File: src/rtl/answer_entry.sv
// Answer entry: synchronized and debounced buttons, switch capture, compare against target, score keeping.
// Optional build macro SCORE_SATURATE_EN: score holds at 9 instead of wrapping to 0.
module answer_entry #(
    parameter int unsigned DEBOUNCE_CYCLES = 1000000
) (
    input  logic       clk_in,
    input  logic       reset,
    input  logic [9:0] sw,
    input  logic       btn_submit,
    input  logic       btn_clear,
    input  logic [9:0] target,
    output logic [9:0] binary,
    output logic [3:0] score,
    output logic       result_valid,
    output logic       correct
);

    localparam int          BTN_SUBMIT = 0;
    localparam int          BTN_CLEAR  = 1;
    localparam logic [23:0] CNT_LAST   = 24'(DEBOUNCE_CYCLES - 32'd1);

    typedef enum logic [1:0] {
        IDLE         = 2'd0,
        CHECK        = 2'd1,
        RESULT       = 2'd2,
        WAIT_RELEASE = 2'd3
    } state_t;

    logic [9:0]  sw_meta_r;
    logic [9:0]  sw_sync_r;
    logic [1:0]  btn_raw_s;
    logic [1:0]  btn_meta_r;
    logic [1:0]  btn_sync_r;
    logic [1:0]  btn_acc_r;
    logic [1:0]  btn_acc_d_r;
    logic [23:0] btn_cnt_r [2];
    logic [1:0]  press_s;

    state_t      state_r;
    logic [9:0]  binary_r;
    logic [3:0]  score_r;
    logic        result_valid_r;
    logic        correct_r;

    // Score after one more correct answer; 9 is the top of the displayable range.
    function automatic logic [3:0] score_next(input logic [3:0] cur);
        logic [3:0] nxt;
        if (cur >= 4'd9) begin
`ifdef SCORE_SATURATE_EN
            nxt = 4'd9;
`else
            nxt = 4'd0;
`endif
        end else begin
            nxt = cur + 4'd1;
        end
        return nxt;
    endfunction

    assign btn_raw_s = {btn_clear, btn_submit};
    assign press_s   = btn_acc_r & ~btn_acc_d_r;

    // Two-flop synchronizers for the switches and both raw buttons.
    always_ff @(posedge clk_in or negedge reset) begin
        if (!reset) begin
            sw_meta_r  <= 10'd0;
            sw_sync_r  <= 10'd0;
            btn_meta_r <= 2'b00;
            btn_sync_r <= 2'b00;
        end else begin
            sw_meta_r  <= sw;
            sw_sync_r  <= sw_meta_r;
            btn_meta_r <= btn_raw_s;
            btn_sync_r <= btn_meta_r;
        end
    end

    // Debouncers: a level is accepted only after it has differed from the accepted level for DEBOUNCE_CYCLES cycles.
    always_ff @(posedge clk_in or negedge reset) begin
        if (!reset) begin
            btn_acc_r    <= 2'b00;
            btn_acc_d_r  <= 2'b00;
            btn_cnt_r[0] <= 24'd0;
            btn_cnt_r[1] <= 24'd0;
        end else begin
            btn_acc_d_r <= btn_acc_r;
            for (int i = 0; i < 2; i++) begin
                if (btn_sync_r[i] == btn_acc_r[i]) begin
                    btn_cnt_r[i] <= 24'd0;
                end else if (btn_cnt_r[i] == CNT_LAST) begin
                    btn_acc_r[i] <= btn_sync_r[i];
                    btn_cnt_r[i] <= 24'd0;
                end else begin
                    btn_cnt_r[i] <= btn_cnt_r[i] + 24'd1;
                end
            end
        end
    end

    // Control FSM with registered entry, result and score outputs.
    always_ff @(posedge clk_in or negedge reset) begin
        if (!reset) begin
            state_r        <= IDLE;
            binary_r       <= 10'd0;
            score_r        <= 4'd0;
            result_valid_r <= 1'b0;
            correct_r      <= 1'b0;
        end else begin
            result_valid_r <= 1'b0;
            case (state_r)
                IDLE: begin
                    binary_r <= sw_sync_r;
                    if (press_s[BTN_SUBMIT]) begin
                        state_r <= CHECK;
                    end else begin
                        state_r <= IDLE;
                    end
                end
                CHECK: begin
                    correct_r      <= (binary_r == target);
                    result_valid_r <= 1'b1;
                    state_r        <= RESULT;
                end
                RESULT: begin
                    state_r <= WAIT_RELEASE;
                end
                WAIT_RELEASE: begin
                    if (!btn_acc_r[BTN_SUBMIT]) begin
                        state_r <= IDLE;
                    end else begin
                        state_r <= WAIT_RELEASE;
                    end
                end
                default: begin
                    state_r <= IDLE;
                end
            endcase

            // Clear overrides a simultaneous increment.
            if (press_s[BTN_CLEAR]) begin
                score_r <= 4'd0;
            end else if ((state_r == RESULT) && correct_r) begin
                score_r <= score_next(score_r);
            end else begin
                score_r <= score_r;
            end
        end
    end

    assign binary       = binary_r;
    assign score        = score_r;
    assign result_valid = result_valid_r;
    assign correct      = correct_r;

endmodule

File: config.mk
export PLATFORM = sky130hd
export DESIGN_NAME = answer_entry
export DESIGN_NICKNAME = d
export VERILOG_FILES = /design/src/rtl/answer_entry.sv
export SDC_FILE = /design/constraint.sdc
export NUM_CORES = 1
export LEC_CHECK = 0
export CORE_ASPECT_RATIO = 1.75
export CORE_MARGIN = 3
export CORE_UTILIZATION = 30
export DETAILED_ROUTE_END_ITERATION = 7
export PLACE_DENSITY = 0.58
export SETUP_SLACK_MARGIN = 0.2
export SKIP_CTS_REPAIR_TIMING = 1
export SYNTH_ARGS = -nofsm -noshare
export SYNTH_HDL_FRONTEND = slang
export SYNTH_SLANG_ARGS = --single-unit
File: constraint.sdc
create_clock -name clk_in -period 4.1 [get_ports clk_in]
set_clock_uncertainty 0.15 [all_clocks]
set_input_delay 0.82 -clock clk_in [delete_from_list [all_inputs] [get_ports clk_in]]
set_output_delay 0.82 -clock clk_in [all_outputs]
set_load 0.01 [all_outputs]
==> impl_results.html, run 1 <==
<table>
<tr><th>Metric</th><th>Value</th></tr>
<tr><th colspan="2">Run status</th></tr>
<tr><td>Result of the run</td><td>finished, final reports clean</td></tr>
<tr><th colspan="2">Synth</th></tr>
<tr><td>Number of flops mapped to enable cells by yosys</td><td>0</td></tr>
<tr><td>Dominant cell type by area after synthesis</td><td>dfrtp_1</td></tr>
<tr><td>Count of unique library cells instantiated by Yosys</td><td>45</td></tr>
<tr><td>Synth async-reset ratio</td><td>100.0%</td></tr>
<tr><td>Sequential-to-total area share from yosys stat</td><td>56.92%</td></tr>
<tr><td>Synth area leaders</td><td>dfrtp_1 57%, xnor2_1 4.0%, xor2_1 3.6%</td></tr>
<tr><td>Synth cell count leaders</td><td>94 x dfrtp_1, 37 x nor2_1, 21 x a21oi_1</td></tr>
<tr><td>Number of standard cells after synthesis</td><td>364</td></tr>
<tr><td>Count of state elements after synthesis</td><td>94</td></tr>
<tr><td>Net Count, Synth</td><td>393</td></tr>
<tr><td>Most frequently used cell type in the post-synthesis netlist</td><td>dfrtp_1</td></tr>
<tr><td>Synthesized area per cell</td><td>11.35 sq um</td></tr>
<tr><td>Ys flop type</td><td>dfrtp_1</td></tr>
<tr><td>Share of Yosys cell area claimed by the top area cell type</td><td>56.92%</td></tr>
<tr><td>Syn. warnings</td><td>0</td></tr>
<tr><td>Summed instance area of the synthesized netlist</td><td>4133 sq um</td></tr>
<tr><th colspan="2">GRT</th></tr>
<tr><td>Total GRT Usage</td><td>11.52%</td></tr>
<tr><td>Largest net degree at the start of global routing</td><td>71</td></tr>
<tr><td>Wire length of the first global-routing pass</td><td>13930 um</td></tr>
<tr><td>Number of global-route vias before repair</td><td>3040</td></tr>
<tr><td>Total congestion overflow</td><td>0</td></tr>
<tr><td>Number of antenna violations at the first check in global routing</td><td>0</td></tr>
<tr><th colspan="2">Timing</th></tr>
<tr><td>Final-report hold violation count</td><td>0</td></tr>
<tr><td>Final Critical Period</td><td>2349 ps</td></tr>
<tr><td>Final period utilization</td><td>57.28%</td></tr>
<tr><td>Worst Tran Pin Value</td><td>853.5 ps</td></tr>
<tr><td>Unrepaired setup endpoints after global routing</td><td>no</td></tr>
<tr><td>Setup violation total in the final timing report</td><td>0</td></tr>
<tr><td>Maximum clock rate</td><td>425.8 MHz</td></tr>
<tr><td>Crit path setup slack, layout</td><td>1751 ps</td></tr>
<tr><td>Max transition margin</td><td>42.89%</td></tr>
<tr><td>Final setup TNS</td><td>0 ps</td></tr>
<tr><td>Count of pins over their slew limit</td><td>0</td></tr>
<tr><th colspan="2">Route</th></tr>
<tr><td>Total via count after detailed routing</td><td>2949</td></tr>
<tr><td>Wire length reported by the detailed router</td><td>8096 um</td></tr>
<tr><td>Number of antenna-violating nets in the routed design</td><td>0</td></tr>
<tr><td>Remaining DRCs</td><td>0</td></tr>
<tr><td>Initial DRC Count</td><td>107</td></tr>
<tr><td>Via-to-Cell Ratio</td><td>5.024</td></tr>
<tr><td>Post-DR wirelength/cell</td><td>13.79 um</td></tr>
<tr><td>Number of iterations in the first detailed-routing pass</td><td>4</td></tr>
<tr><th colspan="2">Worst setup path</th></tr>
<tr><td>Top delay family on crit path</td><td>buffers and inverters</td></tr>
<tr><td>Critical path data arrival time</td><td>1380 ps</td></tr>
<tr><td>Crit path max-delay cell type</td><td>clkdlybuf4s50_1</td></tr>
<tr><td>Endpoint class of the critical path</td><td>output port</td></tr>
<tr><td>Type of the worst setup path</td><td>reg -&gt; out</td></tr>
<tr><td>Maximum fanout along the worst path</td><td>7</td></tr>
<tr><td>Critical path buffers and inverters</td><td>1</td></tr>
<tr><td>Critical Path, Cell by Cell</td><td>clkdlybuf4s50_1</td></tr>
<tr><td>Startpoint Class</td><td>flop</td></tr>
<tr><td>Worst path required time</td><td>3130 ps</td></tr>
<tr><td>Delay of the slowest cell on the worst path</td><td>580 ps</td></tr>
<tr><th colspan="2">Clock network</th></tr>
<tr><td>Deepest clock path buffer count</td><td>2</td></tr>
<tr><td>Clock tree from TritonCTS</td><td>yes</td></tr>
<tr><td>Clock slew at the register clock pins of the worst setup and hold paths</td><td>70 ps</td></tr>
<tr><td>Clock latency on the worst-skew pair</td><td>340 ps</td></tr>
<tr><td>CTS H-tree depth</td><td>3</td></tr>
<tr><td>Clock root buffer</td><td>clkbuf_16</td></tr>
<tr><td>Number of buffers added by the clock tree synthesis step</td><td>9</td></tr>
<tr><td>Clk sinks</td><td>94</td></tr>
<tr><th colspan="2">Power and ir drop</th></tr>
<tr><td>Overall power after layout</td><td>1.908 mW</td></tr>
<tr><td>Pwr Density</td><td>378.9 nW/um^2</td></tr>
<tr><td>Maximum ir drop on the vdd rail</td><td>287.8 uV</td></tr>
<tr><td>Leakage power summed over all cells</td><td>2.024 nW</td></tr>
<tr><th colspan="2">Run</th></tr>
<tr><td>Max-capacitance violation count</td><td>0</td></tr>
<tr><th colspan="2">Cells and area</th></tr>
<tr><td>Footprint of the multi-input gates</td><td>1689 sq um</td></tr>
<tr><td>Register area</td><td>2352 sq um</td></tr>
<tr><td>Net total in the final layout</td><td>437</td></tr>
<tr><td>Cell area after layout</td><td>5037 sq um</td></tr>
<tr><td>Area growth from synthesis to layout</td><td>21.89%</td></tr>
<tr><td>Filler cells</td><td>1343</td></tr>
<tr><td>Diodes inserted</td><td>0</td></tr>
<tr><td>Layout cells sized above 1</td><td>11.86%</td></tr>
<tr><td>Final core utilization</td><td>37.44%</td></tr>
<tr><th colspan="2">Die</th></tr>
<tr><td>Chip Height</td><td>161.3 um</td></tr>
<tr><td>Initial core utilization</td><td>30.72%</td></tr>
<tr><td>Core Region</td><td>13450 sq um</td></tr>
<tr><td>Std-Cell Rows</td><td>56</td></tr>
<tr><td>Die outline area</td><td>15280 sq um</td></tr>
<tr><td>Chip width</td><td>94.73 um</td></tr>
<tr><td>I/O Pins</td><td>40</td></tr>
<tr><th colspan="2">Placement</th></tr>
<tr><td>Detailed-placement wirelength estimate</td><td>5953 um</td></tr>
<tr><td>Area of placed instances</td><td>4726 sq um</td></tr>
<tr><td>Setup slack at placement</td><td>1817 ps</td></tr>
<tr><td>Port bufs</td><td>39</td></tr>
<tr><td>Gp weighted congestion</td><td>0.8265</td></tr>
<tr><th colspan="2">Hold path</th></tr>
<tr><td>Worst min path class</td><td>reg -&gt; reg</td></tr>
</table>
==> final timing paths <==
kind / cells after the start / from / slack (ps) / to
hold / removal: 0 / sw_meta_r[3]$_DFF_PN0_ / 200 / sw_sync_r[3]$_DFF_PN0_
min in group asynchronous: 1 / reset / 420 / sw_meta_r[3]$_DFF_PN0_
setup / recovery: 1 / score[0]$_DFFE_PN0P_ / 1750 / score[0]
setup reg to reg: 5 / btn_cnt_r[0]$_DFF_PN0_ / 1810 / btn_cnt_r[22]$_DFF_PN0_
hold reg to reg: 0 / sw_meta_r[3]$_DFF_PN0_ / 200 / sw_sync_r[3]$_DFF_PN0_
max in group asynchronous: 2 / reset / 2650 / btn_cnt_r[37]$_DFF_PN0_
==> report_power, final <==
part | leakage, nW | switching [mW] | internal, mW
logic | 0.644 | 0.0429 | 0.0463
clock network | 0.151 | 0.359 | 0.498
registers | 1.23 | 0.0138 | 0.949
==> stage by stage <==
stage          std cells  hold slack (ps)
2_1_floorplan        364            181.2
3_3_place_gp         571            182.7
3_5_place_dp         571            185.8
4_1_cts              587            201.8
5_1_grt              587            210.9
6_report             587            197.8
==> sequential cells by signal, indices dropped and copies added (netlist names) <==
signal,cells
binary,10
btn_acc_d_r,2
btn_acc_r,2
btn_cnt_r,48
btn_meta_r,2
btn_sync_r,2
correct,1
result_valid,1
score,4
state_r,2
sw_meta_r,10
sw_sync_r,10
==> area by class of cell <==
type / instances / share of cell area [%]
inverter: 11 / 0.8197
multi-input combinational: 248 / 33.53
timing repair buffer: 44 / 8.445
clock inverter: 6 / 1.441
sequential: 94 / 46.70
tap: 174 / 4.322
clock buffer: 10 / 4.744
==> cell usage in the layout (no fill, tap or decap), types with 7 or more instances in the layout <==
cell and instances:
a21oi_1 21, clkbuf_16 9, clkdlybuf4s50_1 38, dfrtp_1 94
inv_1 11, mux2_2 13, nand2_1 17, nand3_1 15
nand4_1 15, nor2_1 37, nor4_1 8, o21ai_0 9
o31ai_1 13, or3_1 7, or4_1 10, xnor2_1 19
xor2_1 17
==> layer usage <==
| metal | global-route usage, % | share of wire, % |
|---|---|---|
| met2 | 21.52 | 58 |
| met5 | 0 | 0 |
| met3 | 2.097 | 2.4 |
| met4 | 5.650 | 2.3 |
| met1 | 11.91 | 38 |
==> kinds of logic after synthesis <==
kind of cell | count (synthesis) | synth area share, %
AOI/OAI and AO/OA | 51 | 8.386
xor gates and xnor gates | 36 | 7.629
adders and majority gates | 5 | 1.514
buffers and inverters | 22 | 2.210
DFF | 94 | 56.92
muxes | 13 | 3.542
and+or+nand+nor | 143 | 19.80
Note: power is estimated with default switching activity, not from simulation.
==> inputs of run 2 (changes only) <==
==> constraint.sdc (replaced) <==
create_clock -name clk_in -period 2.3 [get_ports clk_in]
set_clock_uncertainty 0.15 [all_clocks]
set_input_delay 0.46 -clock clk_in [delete_from_list [all_inputs] [get_ports clk_in]]
set_output_delay 0.46 -clock clk_in [all_outputs]
set_load 0.01 [all_outputs]
==> run 2 against run 1 <==
  * Setup slack got worse by 1500 ps
  * Utilization rose by 1.3 points
  * First-iteration DRC count fell by 0.93%
  * Non-clock buffer count rose by 10
  * Sequential cell count did not move
  * Via count rose by 0.68%
  * Sequential power rose by 79%
  * Highest routed layer unchanged
  * Sequential share of layout area fell by 1.5 points
  * Combinational power rose by 100%
==> impl_results.html, run 2 (synthesized netlist as in run 1, its figures left out) <==
<table>
<tr><th>Metric</th><th>Value</th></tr>
<tr><th colspan="2">Worst setup path</th></tr>
<tr><td>Critical Path, Cell by Cell</td><td>or4b_4 &gt; o41ai_4 &gt; buf_4 &gt; clkbuf_16 &gt; nor2_1</td></tr>
<tr><td>Critical path data arrival time</td><td>2150 ps</td></tr>
<tr><td>Worst R2R Path Depth</td><td>5</td></tr>
<tr><td>Delay of the slowest cell on the worst path</td><td>590 ps</td></tr>
<tr><td>Worst path required time</td><td>2380 ps</td></tr>
<tr><td>Maximum fanout along the worst path</td><td>11</td></tr>
<tr><td>Endpoint class of the critical path</td><td>flop</td></tr>
<tr><td>Crit path max-delay cell type</td><td>or4b_4</td></tr>
<tr><td>Startpoint Class</td><td>flop</td></tr>
<tr><td>Type of the worst setup path</td><td>reg -&gt; reg</td></tr>
<tr><th colspan="2">Route</th></tr>
<tr><td>Routed length on met1</td><td>3197 um</td></tr>
<tr><td>Number of antenna-violating nets in the routed design</td><td>0</td></tr>
<tr><td>Initial DRC Count</td><td>106</td></tr>
<tr><td>Wire length reported by the detailed router</td><td>8403 um</td></tr>
<tr><td>Via-to-Cell Ratio</td><td>4.973</td></tr>
<tr><td>Remaining DRCs</td><td>0</td></tr>
<tr><td>Post-DR wirelength/cell</td><td>14.08 um</td></tr>
<tr><td>Top routing layer in use</td><td>met4</td></tr>
<tr><td>Met3 Routed Length</td><td>135 um</td></tr>
<tr><td>Total via count after detailed routing</td><td>2969</td></tr>
<tr><td>Met2 WL post-DR</td><td>4850 um</td></tr>
<tr><td>Number of iterations in the first detailed-routing pass</td><td>4</td></tr>
<tr><th colspan="2">Die</th></tr>
<tr><td>Core Region</td><td>13450 sq um</td></tr>
<tr><td>Std-Cell Rows</td><td>56</td></tr>
<tr><td>Chip Height</td><td>161.3 um</td></tr>
<tr><td>Die outline area</td><td>15280 sq um</td></tr>
<tr><td>I/O Pins</td><td>40</td></tr>
<tr><td>Chip width</td><td>94.73 um</td></tr>
<tr><td>Initial core utilization</td><td>30.72%</td></tr>
<tr><th colspan="2">Clock network</th></tr>
<tr><td>Clock tree from TritonCTS</td><td>yes</td></tr>
<tr><td>Clock latency on the worst-skew pair</td><td>340 ps</td></tr>
<tr><td>Clk sinks</td><td>94</td></tr>
<tr><td>Deepest clock path buffer count</td><td>2</td></tr>
<tr><td>CTS H-tree depth</td><td>3</td></tr>
<tr><td>Clock root buffer</td><td>clkbuf_16</td></tr>
<tr><td>Number of buffers added by the clock tree synthesis step</td><td>9</td></tr>
<tr><td>Clock slew at the register clock pins of the worst setup and hold paths</td><td>70 ps</td></tr>
<tr><th colspan="2">Placement</th></tr>
<tr><td>Gp weighted congestion</td><td>0.8299</td></tr>
<tr><td>Area of placed instances</td><td>4790 sq um</td></tr>
<tr><td>Total placed cells including tap cells</td><td>573</td></tr>
<tr><td>Detailed-placement wirelength estimate</td><td>5902 um</td></tr>
<tr><td>Port bufs</td><td>39</td></tr>
<tr><th colspan="2">Cells and area</th></tr>
<tr><td>Most frequent standard cell in the layout excluding fill and tap cells</td><td>dfrtp_1</td></tr>
<tr><td>Commonest cells after routing, fill and taps aside</td><td>89 x dfrtp_1, 38 x clkdlybuf4s50_1, 37 x nor2_1</td></tr>
<tr><td>Reg with most FFs</td><td>btn_cnt_r</td></tr>
<tr><td>Layout cells sized above 1</td><td>16.55%</td></tr>
<tr><td>Diodes inserted</td><td>0</td></tr>
<tr><td>Number of flip-flops under the largest register name</td><td>48</td></tr>
<tr><td>Cell area after layout</td><td>5219 sq um</td></tr>
<tr><td>Net total in the final layout</td><td>447</td></tr>
<tr><td>Filler cells</td><td>1333</td></tr>
<tr><td>Final cell count without fillers</td><td>597</td></tr>
<tr><td>Area growth from synthesis to layout</td><td>26.28%</td></tr>
<tr><th colspan="2">GRT</th></tr>
<tr><td>Largest net degree at the start of global routing</td><td>47</td></tr>
<tr><td>Total congestion overflow</td><td>0</td></tr>
<tr><td>Number of antenna violations at the first check in global routing</td><td>0</td></tr>
<tr><td>Number of global-route vias before repair</td><td>3056</td></tr>
<tr><td>Total GRT Usage</td><td>11.65%</td></tr>
<tr><td>Wire length of the first global-routing pass</td><td>14210 um</td></tr>
<tr><th colspan="2">Timing</th></tr>
<tr><td>Worst Tran Pin Value</td><td>698.5 ps</td></tr>
<tr><td>Count of pins over their slew limit</td><td>0</td></tr>
<tr><td>Unrepaired setup endpoints after global routing</td><td>yes</td></tr>
<tr><td>Final Critical Period</td><td>2073 ps</td></tr>
<tr><td>Max transition margin</td><td>53.00%</td></tr>
<tr><td>Setup violation total in the final timing report</td><td>0</td></tr>
<tr><td>Final period utilization</td><td>90.13%</td></tr>
<tr><td>Maximum clock rate</td><td>482.4 MHz</td></tr>
<tr><td>Final setup TNS</td><td>0 ps</td></tr>
<tr><td>Final-report hold violation count</td><td>0</td></tr>
<tr><th colspan="2">Hold path</th></tr>
<tr><td>Worst min path class</td><td>reg -&gt; reg</td></tr>
<tr><td>Hold Path Depth</td><td>0</td></tr>
<tr><th colspan="2">Power and ir drop</th></tr>
<tr><td>Pwr Density</td><td>638.1 nW/um^2</td></tr>
<tr><td>Maximum ir drop on the vdd rail</td><td>426.5 uV</td></tr>
<tr><td>Leakage power summed over all cells</td><td>2.099 nW</td></tr>
<tr><th colspan="2">Run status</th></tr>
<tr><td>Result of the run</td><td>finished, final reports clean</td></tr>
<tr><th colspan="2">Run</th></tr>
<tr><td>Max-capacitance violation count</td><td>0</td></tr>
</table>
## run 2: per-layer routing
layer | up-vias | GRT usage, %
li1 | 1421 | -
met1 | 1505 | 12.90
met2 | 28 | 20.72
met3 | 15 | 2.004
met4 | 0 | 6.176
met5 | - | 0
## run 2: final timing paths
path | end | startpoint | slack (ps)
setup / recovery | btn_cnt_r[10]$_DFF_PN0_ | btn_cnt_r[21]$_DFF_PN0_ | 230
min in group asynchronous | score[1]$_DFFE_PN0P_ | reset | 460
max in group asynchronous | btn_cnt_r[11]$_DFF_PN0_ | reset | 900
hold reg to reg | sw_sync_r[1]$_DFF_PN0_ | sw_meta_r[1]$_DFF_PN0_ | 200
hold / removal | sw_sync_r[1]$_DFF_PN0_ | sw_meta_r[1]$_DFF_PN0_ | 200
setup reg to reg | btn_cnt_r[10]$_DFF_PN0_ | btn_cnt_r[21]$_DFF_PN0_ | 230
## run 2: through the flow
stage          hold WS (ps)  util (%)  setup slack [ps]  power, mW
2_1_floorplan         14.41         -             294.9      1.802
6_report              197.6     38.79             227.0      3.330
5_1_grt               208.7     38.79             176.0      3.474
4_1_cts              -71.88     37.77             145.5      3.366
3_3_place_gp          181.4     35.60             248.4      1.914
3_5_place_dp          184.7     35.60             167.8      1.920
## run 2: area by class of cell
cell class	instances	area [sq um]	share of cell area, %
sequential	94	2359	45.19
inverter	11	41.29	0.7912
tap	174	217.7	4.172
clock inverter	7	66.31	1.271
multi-input combinational	248	1747	33.47
timing repair buffer	54	563.0	10.79
clock buffer	9	225.2	4.316
## run 2: critical path: cells and delay by family (launching register included)
kind / cells / cell delay (ps)
AND/OR/NAND/NOR: 2 / 640
flip-flops: 1 / 430
buffers and inverters: 2 / 380
AO/OA/AOI/OAI: 1 / 350
## run 2: where the power goes
part | internal [mW] | leakage, nW | total, mW | switching (mW)
combinational | 0.0989 | 0.736 | 0.180 | 0.0813
sequential | 1.69 | 1.22 | 1.72 | 0.0256
clock | 0.757 | 0.141 | 1.43 | 0.676
total | 2.55 | 2.10 | 3.33 | 0.783
==> inputs of run 3 (changes only) <==
--- a/config.mk
+++ b/config.mk
@@ -6,7 +6,6 @@
 export NUM_CORES = 1
 export LEC_CHECK = 0
 export CORE_ASPECT_RATIO = 1.75
-export CORE_MARGIN = 3
 export CORE_UTILIZATION = 30
 export DETAILED_ROUTE_END_ITERATION = 7
 export PLACE_DENSITY = 0.58
==> run 3 against run 2 <==
  * Clock power grew 8%
  * First-iteration DRC count is the same
  * Wire length shrank 1.8%
  * Fmax grew 1.9%
  * Final cell count shrank 0.50%
  * Sequential power is essentially flat
  * Cell area shrank 0.70%
  * Sequential share of layout area grew 0.36 points
  * Die area shrank 6.6%
  * Power grew 3.5%
  * Combinational power shrank 2%
  * Critical path depth is the same
  * Critical path type unchanged
  * Critical endpoint is now btn_cnt_r[22]$_DFF_PN0_
  * Largest power group unchanged
==> impl_results.html, run 3 (synthesized netlist as in run 1, its figures left out) <==
<table>
<tr><th>Metric</th><th>Value</th></tr>
<tr><th colspan="2">Hold path</th></tr>
<tr><td>Worst min path class</td><td>reg -&gt; reg</td></tr>
<tr><th colspan="2">Clock network</th></tr>
<tr><td>Clock latency on the worst-skew pair</td><td>340 ps</td></tr>
<tr><td>Clock root buffer</td><td>clkbuf_16</td></tr>
<tr><td>Number of buffers added by the clock tree synthesis step</td><td>9</td></tr>
<tr><td>CTS H-tree depth</td><td>3</td></tr>
<tr><td>Clock slew at the register clock pins of the worst setup and hold paths</td><td>70 ps</td></tr>
<tr><td>Clock tree from TritonCTS</td><td>yes</td></tr>
<tr><td>Clk sinks</td><td>94</td></tr>
<tr><td>Deepest clock path buffer count</td><td>2</td></tr>
<tr><th colspan="2">Timing</th></tr>
<tr><td>Final-report hold violation count</td><td>0</td></tr>
<tr><td>Hold slack</td><td>194.8 ps</td></tr>
<tr><td>Final period utilization</td><td>88.46%</td></tr>
<tr><td>Setup violation total in the final timing report</td><td>0</td></tr>
<tr><td>Final Critical Period</td><td>2035 ps</td></tr>
<tr><td>Max transition margin</td><td>54.59%</td></tr>
<tr><td>Count of pins over their slew limit</td><td>0</td></tr>
<tr><td>Final setup TNS</td><td>0 ps</td></tr>
<tr><td>Crit path setup slack, layout</td><td>265.4 ps</td></tr>
<tr><td>Maximum clock rate</td><td>491.5 MHz</td></tr>
<tr><td>Unrepaired setup endpoints after global routing</td><td>yes</td></tr>
<tr><td>Worst Tran Pin Value</td><td>674.9 ps</td></tr>
<tr><th colspan="2">GRT</th></tr>
<tr><td>Wire length of the first global-routing pass</td><td>14010 um</td></tr>
<tr><td>Number of antenna violations at the first check in global routing</td><td>0</td></tr>
<tr><td>Number of global-route vias before repair</td><td>2935</td></tr>
<tr><td>Total congestion overflow</td><td>0</td></tr>
<tr><td>Total GRT Usage</td><td>12.40%</td></tr>
<tr><td>Largest net degree at the start of global routing</td><td>34</td></tr>
<tr><th colspan="2">Route</th></tr>
<tr><td>Via-to-Cell Ratio</td><td>4.978</td></tr>
<tr><td>Top routing layer in use</td><td>met4</td></tr>
<tr><td>Remaining DRCs</td><td>0</td></tr>
<tr><td>Met2 WL post-DR</td><td>4612 um</td></tr>
<tr><td>Post-DR wirelength/cell</td><td>13.90 um</td></tr>
<tr><td>Initial DRC Count</td><td>106</td></tr>
<tr><td>Number of antenna-violating nets in the routed design</td><td>0</td></tr>
<tr><td>Met3 Routed Length</td><td>178 um</td></tr>
<tr><td>Wire length reported by the detailed router</td><td>8254 um</td></tr>
<tr><td>Routed length on met1</td><td>3284 um</td></tr>
<tr><td>Number of iterations in the first detailed-routing pass</td><td>4</td></tr>
<tr><td>Total via count after detailed routing</td><td>2957</td></tr>
<tr><th colspan="2">Cells and area</th></tr>
<tr><td>Final core utilization</td><td>38.52%</td></tr>
<tr><td>Most frequent standard cell in the layout excluding fill and tap cells</td><td>dfrtp_1</td></tr>
<tr><td>Number of flip-flops under the largest register name</td><td>48</td></tr>
<tr><td>Area growth from synthesis to layout</td><td>25.40%</td></tr>
<tr><td>Layout cells sized above 1</td><td>16.43%</td></tr>
<tr><td>Final cell count without fillers</td><td>594</td></tr>
<tr><td>Commonest cells after routing, fill and taps aside</td><td>87 x dfrtp_1, 38 x clkdlybuf4s50_1, 37 x nor2_1</td></tr>
<tr><td>Cell area after layout</td><td>5182 sq um</td></tr>
<tr><td>Diodes inserted</td><td>0</td></tr>
<tr><td>Net total in the final layout</td><td>444</td></tr>
<tr><td>Filler cells</td><td>1327</td></tr>
<tr><td>Reg with most FFs</td><td>btn_cnt_r</td></tr>
<tr><th colspan="2">Run status</th></tr>
<tr><td>Result of the run</td><td>finished, final reports clean</td></tr>
<tr><th colspan="2">Power and ir drop</th></tr>
<tr><td>Pwr Density</td><td>664.9 nW/um^2</td></tr>
<tr><td>Leakage power summed over all cells</td><td>2.080 nW</td></tr>
<tr><td>Overall power after layout</td><td>3.446 mW</td></tr>
<tr><td>Maximum ir drop on the vdd rail</td><td>487.7 uV</td></tr>
<tr><th colspan="2">Worst setup path</th></tr>
<tr><td>Maximum fanout along the worst path</td><td>7</td></tr>
<tr><td>Startpoint Class</td><td>flop</td></tr>
<tr><td>Endpoint class of the critical path</td><td>flop</td></tr>
<tr><td>Critical path buffers and inverters</td><td>0</td></tr>
<tr><td>Critical path data arrival time</td><td>2160 ps</td></tr>
<tr><td>Top delay family on crit path</td><td>simple AND/OR/NAND/NOR gates</td></tr>
<tr><td>Critical Path, Cell by Cell</td><td>ha_4 &gt; nand3_4 &gt; or4_4 &gt; or4_4 &gt; a21oi_2</td></tr>
<tr><td>Crit path max-delay cell type</td><td>or4_4</td></tr>
<tr><td>Worst path required time</td><td>2430 ps</td></tr>
<tr><td>Most common cell on crit path</td><td>or4_4</td></tr>
<tr><td>Delay of the slowest cell on the worst path</td><td>530 ps</td></tr>
<tr><td>Type of the worst setup path</td><td>reg -&gt; reg</td></tr>
<tr><th colspan="2">Placement</th></tr>
<tr><td>Gp weighted congestion</td><td>0.7863</td></tr>
<tr><td>Port bufs</td><td>39</td></tr>
<tr><td>Area of placed instances</td><td>4805 sq um</td></tr>
<tr><td>Detailed-placement wirelength estimate</td><td>5863 um</td></tr>
<tr><td>Total placed cells including tap cells</td><td>575</td></tr>
<tr><td>Setup slack at placement</td><td>203.0 ps</td></tr>
<tr><th colspan="2">Die</th></tr>
<tr><td>Chip width</td><td>90.73 um</td></tr>
<tr><td>Core Region</td><td>13450 sq um</td></tr>
<tr><td>Initial core utilization</td><td>30.72%</td></tr>
<tr><td>I/O Pins</td><td>40</td></tr>
<tr><td>Std-Cell Rows</td><td>56</td></tr>
<tr><td>Chip Height</td><td>157.3 um</td></tr>
<tr><td>Die outline area</td><td>14270 sq um</td></tr>
<tr><th colspan="2">Run</th></tr>
<tr><td>Max-capacitance violation count</td><td>0</td></tr>
</table>
[run 3: layout make-up]
| type | count | area [sq um] | area share, % |
|---|---|---|---|
| Multi-Input combinational cell | 248 | 1739 | 33.56 |
| Timing Repair Buffer | 51 | 505.5 | 9.754 |
| Inverter | 11 | 41.29 | 0.7967 |
| Tap cell | 174 | 217.7 | 4.201 |
| Clock buffer | 10 | 239.0 | 4.611 |
| Sequential cell | 94 | 2361 | 45.56 |
| Clock inverter | 6 | 78.83 | 1.521 |
[run 3: routing by layer]
layer  vias up  track usage, %
met4         0           5.760
met1      1487           13.56
met3        14           3.188
met5         -               0
met2        35           22.29
li1       1421               -
[run 3: final timing paths]
kind / startpoint / endpoint / slack [ps] / depth (start not counted)
setup / recovery: btn_cnt_r[1]$_DFF_PN0_ / btn_cnt_r[22]$_DFF_PN0_ / 270 / 5
hold / removal: sw_meta_r[1]$_DFF_PN0_ / sw_sync_r[1]$_DFF_PN0_ / 190 / 0
setup reg to reg: btn_cnt_r[1]$_DFF_PN0_ / btn_cnt_r[22]$_DFF_PN0_ / 270 / 5
hold reg to reg: sw_meta_r[1]$_DFF_PN0_ / sw_sync_r[1]$_DFF_PN0_ / 190 / 0
max in group asynchronous: reset / btn_cnt_r[8]$_DFF_PN0_ / 920 / 3
min in group asynchronous: reset / score[2]$_DFFE_PN0P_ / 420 / 2
[run 3: report_power, final]
| group | leakage, nW | internal (mW) | switching [mW] |
|---|---|---|---|
| registers | 1.22 | 1.69 | 0.0252 |
| logic | 0.705 | 0.0952 | 0.0809 |
| clock network | 0.157 | 0.893 | 0.660 |
[run 3: worst reg2reg max path: stages, from the launching register on]
cell	delay, ps
dfrtp_2	400
ha_4	160
nand3_4	110
or4_4	480
or4_4	530
a21oi_2	140
